File: config.mk
export PLATFORM = sky130hd
export DESIGN_NAME = unsigned_mul_8x8_ha_seq_ctrl
export DESIGN_NICKNAME = d
export VERILOG_FILES = /design/src/rtl/unsigned_mul_8x8_ha_seq_ctrl.sv
export SDC_FILE = /design/constraint.sdc
export NUM_CORES = 1
export LEC_CHECK = 0
export CAP_MARGIN = 0
export CORE_ASPECT_RATIO = 2
export CORE_MARGIN = 5
export CORE_UTILIZATION = 56
export CTS_BUF_LIST = sky130_fd_sc_hd__clkbuf_16
export DETAILED_ROUTE_END_ITERATION = 7
export PLACE_DENSITY_LB_ADDON = 0.2
export RECOVER_POWER = 50
export SETUP_SLACK_MARGIN = 0.15
export SLEW_MARGIN = 10
export SYNTH_ARGS = -nofsm -noshare
export SYNTH_HDL_FRONTEND = slang
export SYNTH_SLANG_ARGS = --single-unit
File: constraint.sdc
create_clock -name clk -period 4.2 [get_ports clk]
set_clock_uncertainty 0.1 [all_clocks]
set_input_delay 0.42 -clock clk [delete_from_list [all_inputs] [get_ports clk]]
set_output_delay 0.42 -clock clk [all_outputs]
set_load 0.05 [all_outputs]
File: src/rtl/unsigned_mul_8x8_ha_seq_ctrl.sv
// Sequenced approximate 8x8 unsigned multiplier.
// The operands are registered and drive a four-row half-adder array. The rows
// are then folded into a shared 16-bit accumulator, ROWS_PER_CYCLE rows per
// cycle. The result is held under a valid/ready handshake until the consumer
// takes it.
module unsigned_mul_8x8_ha_seq_ctrl #(
  parameter int ROWS_PER_CYCLE = 1
) (
  input  logic        clk,
  input  logic        rst_n,
  input  logic        in_valid,
  output logic        in_ready,
  input  logic [7:0]  x,
  input  logic [7:0]  y,
  output logic        out_valid,
  input  logic        out_ready,
  output logic [15:0] product,
  output logic        busy
);

  // Only 1, 2 or 4 rows per cycle divide the four rows evenly.
  if (!(ROWS_PER_CYCLE == 1 || ROWS_PER_CYCLE == 2 || ROWS_PER_CYCLE == 4)) begin : gBadRowsPerCycle
    $error("ROWS_PER_CYCLE must be 1, 2 or 4");
  end

  localparam logic [1:0] ST_IDLE = 2'd0;
  localparam logic [1:0] ST_ACC  = 2'd1;
  localparam logic [1:0] ST_DONE = 2'd2;

  // The row counter steps by ROWS_PER_CYCLE. A step of 4 truncates to 0,
  // which is fine because a single accumulate cycle covers every row.
  localparam logic [1:0] CNT_STEP = 2'(ROWS_PER_CYCLE);
  localparam logic [1:0] LAST_CNT = 2'(4 - ROWS_PER_CYCLE);

  // These are the row-0 columns where the front end ORs the two partial-product
  // bits instead of half-adding them. The error is intentional.
  localparam logic [7:0] OR_COLS = 8'b0010_1110;

  logic [1:0]  state_q, state_d;
  logic [15:0] acc_q, acc_d;
  logic [1:0]  rowCnt_q, rowCnt_d;
  logic [7:0]  xOp_q, xOp_d;
  logic [7:0]  yOp_q, yOp_d;

  logic [8:0]  haT [4];
  logic [6:0]  haB [4];
  logic [15:0] wRow [4];
  logic [15:0] stepSum;
  logic        lastStep;

  // Half-adder array front end, driven only from the captured operands.
  // Row k pairs partial products x[2k]&y and x[2k+1]&y.
  always_comb begin
    logic [7:0] ppLo;
    logic [7:0] ppHi;
    for (int k = 0; k < 4; k++) begin
      ppLo = {8{xOp_q[2*k]}} & yOp_q;
      ppHi = {8{xOp_q[2*k+1]}} & yOp_q;
      haT[k] = '0;
      haB[k] = '0;
      haT[k][0] = ppLo[0];
      haT[k][8] = ppHi[7];
      for (int j = 1; j < 8; j++) begin
        if (k == 0 && OR_COLS[j]) begin
          haT[k][j]   = ppLo[j] | ppHi[j-1];
          haB[k][j-1] = 1'b0;
        end else begin
          haT[k][j]   = ppLo[j] ^ ppHi[j-1];
          haB[k][j-1] = ppLo[j] & ppHi[j-1];
        end
      end
    end
  end

  // Collapse each row's sum and carry vectors, then weight the row by 4^k.
  always_comb begin
    logic [9:0] rowVal;
    for (int k = 0; k < 4; k++) begin
      rowVal  = {1'b0, haT[k]} + {1'b0, haB[k], 2'b00};
      wRow[k] = {6'd0, rowVal} << (2 * k);
    end
  end

  // Add the rows scheduled for this accumulate cycle.
  always_comb begin
    stepSum = '0;
    for (int i = 0; i < ROWS_PER_CYCLE; i++) begin
      stepSum = stepSum + wRow[rowCnt_q + 2'(i)];
    end
  end

  assign lastStep = (rowCnt_q == LAST_CNT);

  // Sequencer: accept an operand pair, accumulate the rows, then present the result.
  always_comb begin
    state_d  = state_q;
    acc_d    = acc_q;
    rowCnt_d = rowCnt_q;
    xOp_d    = xOp_q;
    yOp_d    = yOp_q;
    case (state_q)
      ST_IDLE: begin
        if (in_valid) begin
          xOp_d    = x;
          yOp_d    = y;
          acc_d    = '0;
          rowCnt_d = '0;
          state_d  = ST_ACC;
        end
      end
      ST_ACC: begin
        acc_d    = acc_q + stepSum;
        rowCnt_d = rowCnt_q + CNT_STEP;
        if (lastStep) begin
          state_d = ST_DONE;
        end
      end
      ST_DONE: begin
        if (out_ready) begin
          state_d = ST_IDLE;
        end
      end
      default: begin
        state_d = ST_IDLE;
      end
    endcase
  end

  // State registers. A reset in mid-operation discards the pending result.
  always_ff @(posedge clk) begin
    if (!rst_n) begin
      state_q  <= ST_IDLE;
      acc_q    <= '0;
      rowCnt_q <= '0;
      xOp_q    <= '0;
      yOp_q    <= '0;
    end else begin
      state_q  <= state_d;
      acc_q    <= acc_d;
      rowCnt_q <= rowCnt_d;
      xOp_q    <= xOp_d;
      yOp_q    <= yOp_d;
    end
  end

  assign in_ready  = (state_q == ST_IDLE);
  assign out_valid = (state_q == ST_DONE);
  assign busy      = (state_q == ST_ACC) || (state_q == ST_DONE);
  assign product   = acc_q;

endmodule

==> summary.md, run 1 <==
| Metric | Value |
|---|---|
| Overall routing resource usage | 0.230 |
| Final hold slack | 0.388 ns |
| Crit end category | register |
| Asr flop ratio synth | 0 |
| Area growth from synthesis to layout | 19.9% |
| Leakage | 2.25 nW |
| Peak VDD IR | 0.335 mV |
| Final setup fails | 0 |
| Remaining global-route overflow | 0 |
| Dpl hpwl | 7460 µm |
| RR Startpoint | yOp_q[2] |
| RSZ-0062 raised after global routing | true |
| Clk Latency, worst-skew pair | 0.29 ns |
| Number of synthesized flops with an enable pin | 0 |
| Reg2reg path depth | 15 |
| Detailed-router iteration count before antenna repair | 4 |
| Initial Util | 0.567 |
| Reg2Reg Setup Slack | 0.23 ns |
| Final hold vios | 0 |
| WL/cell | 15.9 µm |
| Mapped Avg Cell Area | 8.28 µm² |
| Worst Slack Setup Final | 0.230 ns |
| Ant diodes | 0 |
| Yosys top cell area share | 0.223 |
| Max clock buf depth | 2 |
| GPL Wtd Cong | 0.896 |
| Area leader, netlist | ha_1 |
| Reg clk slew, reported paths | 0.06 ns |
| Status | finished, final reports clean |
| Worst-Margin Slew | 0.895 ns |
| Required time worst endpoint | 4.32 ns |
| Vias in the first global route | 3,380 |
| Hold Crit Class | reg -> reg |
| I/O pin count | 39 |
| Yosys warning count | 0 |
| Setup TNS | 0 ns |
| ANT nets after route | 0 |
| Cell Pwr Density | 284 nW/µm² |
| Mapped Area | 3870 µm² |
| Crit path max fanout | 9 |
| Die height | 128 µm |
| Distinct cells, synth | 54 |
| Initial antenna violation count | 0 |
| Sequential area share after synthesis | 0.186 |
| H-tree levels | 2 |
| Largest net degree at the start of global routing | 33 |
| Syn Nets | 561 |
| Top FF cell, synth | dfxtp_1 |
| Pre-CTS WS | -0.103 ns |
| Top area cells in the synthesized netlist | ha_1 (22%), dfxtp_1 (19%), and2_1 (9.2%), nand2_1 (5.3%), a21oi_1 (3.1%) |
| Core ar. | 6830 µm² |
| Hold path startpoint | product[13] |
| Worst-path cell chain | and2_1 > ha_1 > ha_1 > fa_1 > a21o_1 > a21oi_2 > xnor2_1 > mux4_2 > ha_4 > and3_4 > and4_1 > nand3_1 > a211o_1 > and2_1 > o211ai_2 |
| Power Total | 1.32 mW |
| Clk sink count | 36 |
| Final wirelength | 9530 µm |
| Most instantiated cells after synthesis | ha_1 (69), and2_1 (57), nand2_1 (55) |
| Via count | 3,482 |
| Gate Count Post-Synth | 468 |
| Slew HR | 0.401 |
| CP startpoint kind | register |
| WP data arrival | 4.09 ns |
| Hold Path Stages | 2 |
| Starting DRC count in detailed routing | 170 |
| Vias/cell | 5.82 |
| Reg2reg end | product[15] |
| Register bit count reported by yosys | 36 |
| Minimum clock period | 3.97 ns |
| CTS tree | yes |
| Max Cap Viol | 0 |
| Critical-path top delay cell | mux4_2 |
| Residual DRC count | 0 |
| Count leader, synth | ha_1 |
| Final worst path period share | 0.945 |
| CP peak stage delay | 0.50 ns |
| Hold endpoint | product[13] |
| Total CTS buffers | 5 |
| Layout cells sized above 1 | 0.0945 |
| Die span in x | 68.8 µm |
| Crit Path Category | reg -> reg |
| Clk root buf | clkbuf_16 |
| Max Fclk | 252 MHz |
| FP Rows | 43 |
| Die area | 8780 µm² |
| PortBufs | 38 |
| Final Slew Violations | 0 |
| First-pass GRT wire length | 15,600 µm |
| Final nets | 600 |
==> where the power goes <==
part	leakage [nW]	switching (mW)	internal (mW)
logic	1.88	0.265	0.173
registers	0.296	0.0718	0.381
clock network	0.0798	0.148	0.279
==> sequential cells by signal (all words and copies together) (netlist names) <==
register,cells
state_q,2
rowCnt_q,2
yOp_q,8
xOp_q,8
product,16
==> final cells by class <==
| class | instances | area [µm²] |
|---|---|---|
| clock inverter | 3 | 42.5 |
| sequential | 36 | 729 |
| clock buffer | 5 | 125 |
| tap | 90 | 113 |
| fill | 621 | 2190 |
| timing repair buffer | 48 | 455 |
| inverter | 14 | 52.6 |
| multi-input combinational | 402 | 3130 |
==> worst max-delay path by stage <==
stage / from / cells past startpoint / slack, ns / to
finish: yOp_q[2] / 15 / 0.23 / product[15]
global route: yOp_q[1] / 16 / 0.09 / product[15]
CTS: yOp_q[2] / 17 / 0.15 / product[15]
detailed placement: yOp_q[2] / 15 / -0.10 / product[15]
global placement: yOp_q[2] / 15 / -0.03 / product[15]
floorplan: yOp_q[2] / 15 / 0.36 / product[15]
==> stage by stage <==
step | cells | area (µm²) | utilization
floorplan | 468 | 3870 | -
global placement | 588 | 4360 | 0.639
detailed placement | 588 | 4360 | 0.639
CTS | 596 | 4560 | 0.668
global route | 598 | 4650 | 0.680
finish | 598 | 4650 | 0.680
==> cells by family (layout without fill, tap and decap cells) <==
family | after synthesis | after routing | share of synthesized area
and+or+nand+nor | 173 | 173 | 0.234
AOI/OAI and AO/OA | 123 | 123 | 0.216
adders and majority gates | 73 | 73 | 0.244
DFF | 36 | 36 | 0.186
buffers and inverters | 30 | 70 | 0.0297
xor gates and xnor gates | 23 | 23 | 0.0520
muxes | 10 | 10 | 0.0388
==> timing repair <==
action	CTS	global route
endpoints found under the setup margin	4	3
hold buffers	0	0
cloned	0	0
setup buffers	0	2
gates resized for setup	9	17
pin swaps	0	2
==> layer usage <==
| metal | GRT usage | part of all wire |
|---|---|---|
| met5 | 0 | 0 |
| met4 | 0.110 | 0.048 |
| met3 | 0.0317 | 0.042 |
| met2 | 0.398 | 0.51 |
| met1 | 0.268 | 0.40 |
==> critical path: cells and delay by family, from the launching register on <==
kind                       cells  cell delay (ns)
AOI/OAI and AO/OA              4             0.82
xor gates and xnor gates       1             0.08
adders and majority gates      4             1.24
DFF                            1             0.36
muxes                          1             0.50
and+or+nand+nor                5             0.81
==> cells in the final DEF, fill, tap and decap left out, types with 4 or more instances in the layout <==
master           instances
mux2i_1                  6
nor2b_1                 18
o21a_1                   5
nand3_1                  5
a21oi_1                 19
o21ai_0                 17
a21boi_0                16
buf_4                   10
fa_1                     4
a21o_1                  13
xor2_1                  12
nor3b_1                  4
a21oi_2                  7
nor2_1                  15
and3_1                   4
dlygate4sd3_1            9
mux4_2                   4
dfxtp_2                  7
nor3_1                   4
clkbuf_16                5
clkdlybuf4s50_1         29
dfxtp_1                 29
xnor2_1                 11
ha_1                    65
nand2_1                 55
a22oi_1                 12
inv_1                   13
and2_1                  55
(Power assumes the default switching activity.)
==> run 2: changes to the inputs <==
CTS_CLUSTER_DIAMETER = 200   (was not set)
==> results of run 2 <==
No change in the layout: final DEF, timing and power equal those of run 1.
==> run 3: changes to the inputs <==
CTS_CLUSTER_DIAMETER = 80   (was 200)
==> results of run 3 <==
No change in the layout: final DEF, timing and power equal those of run 1.
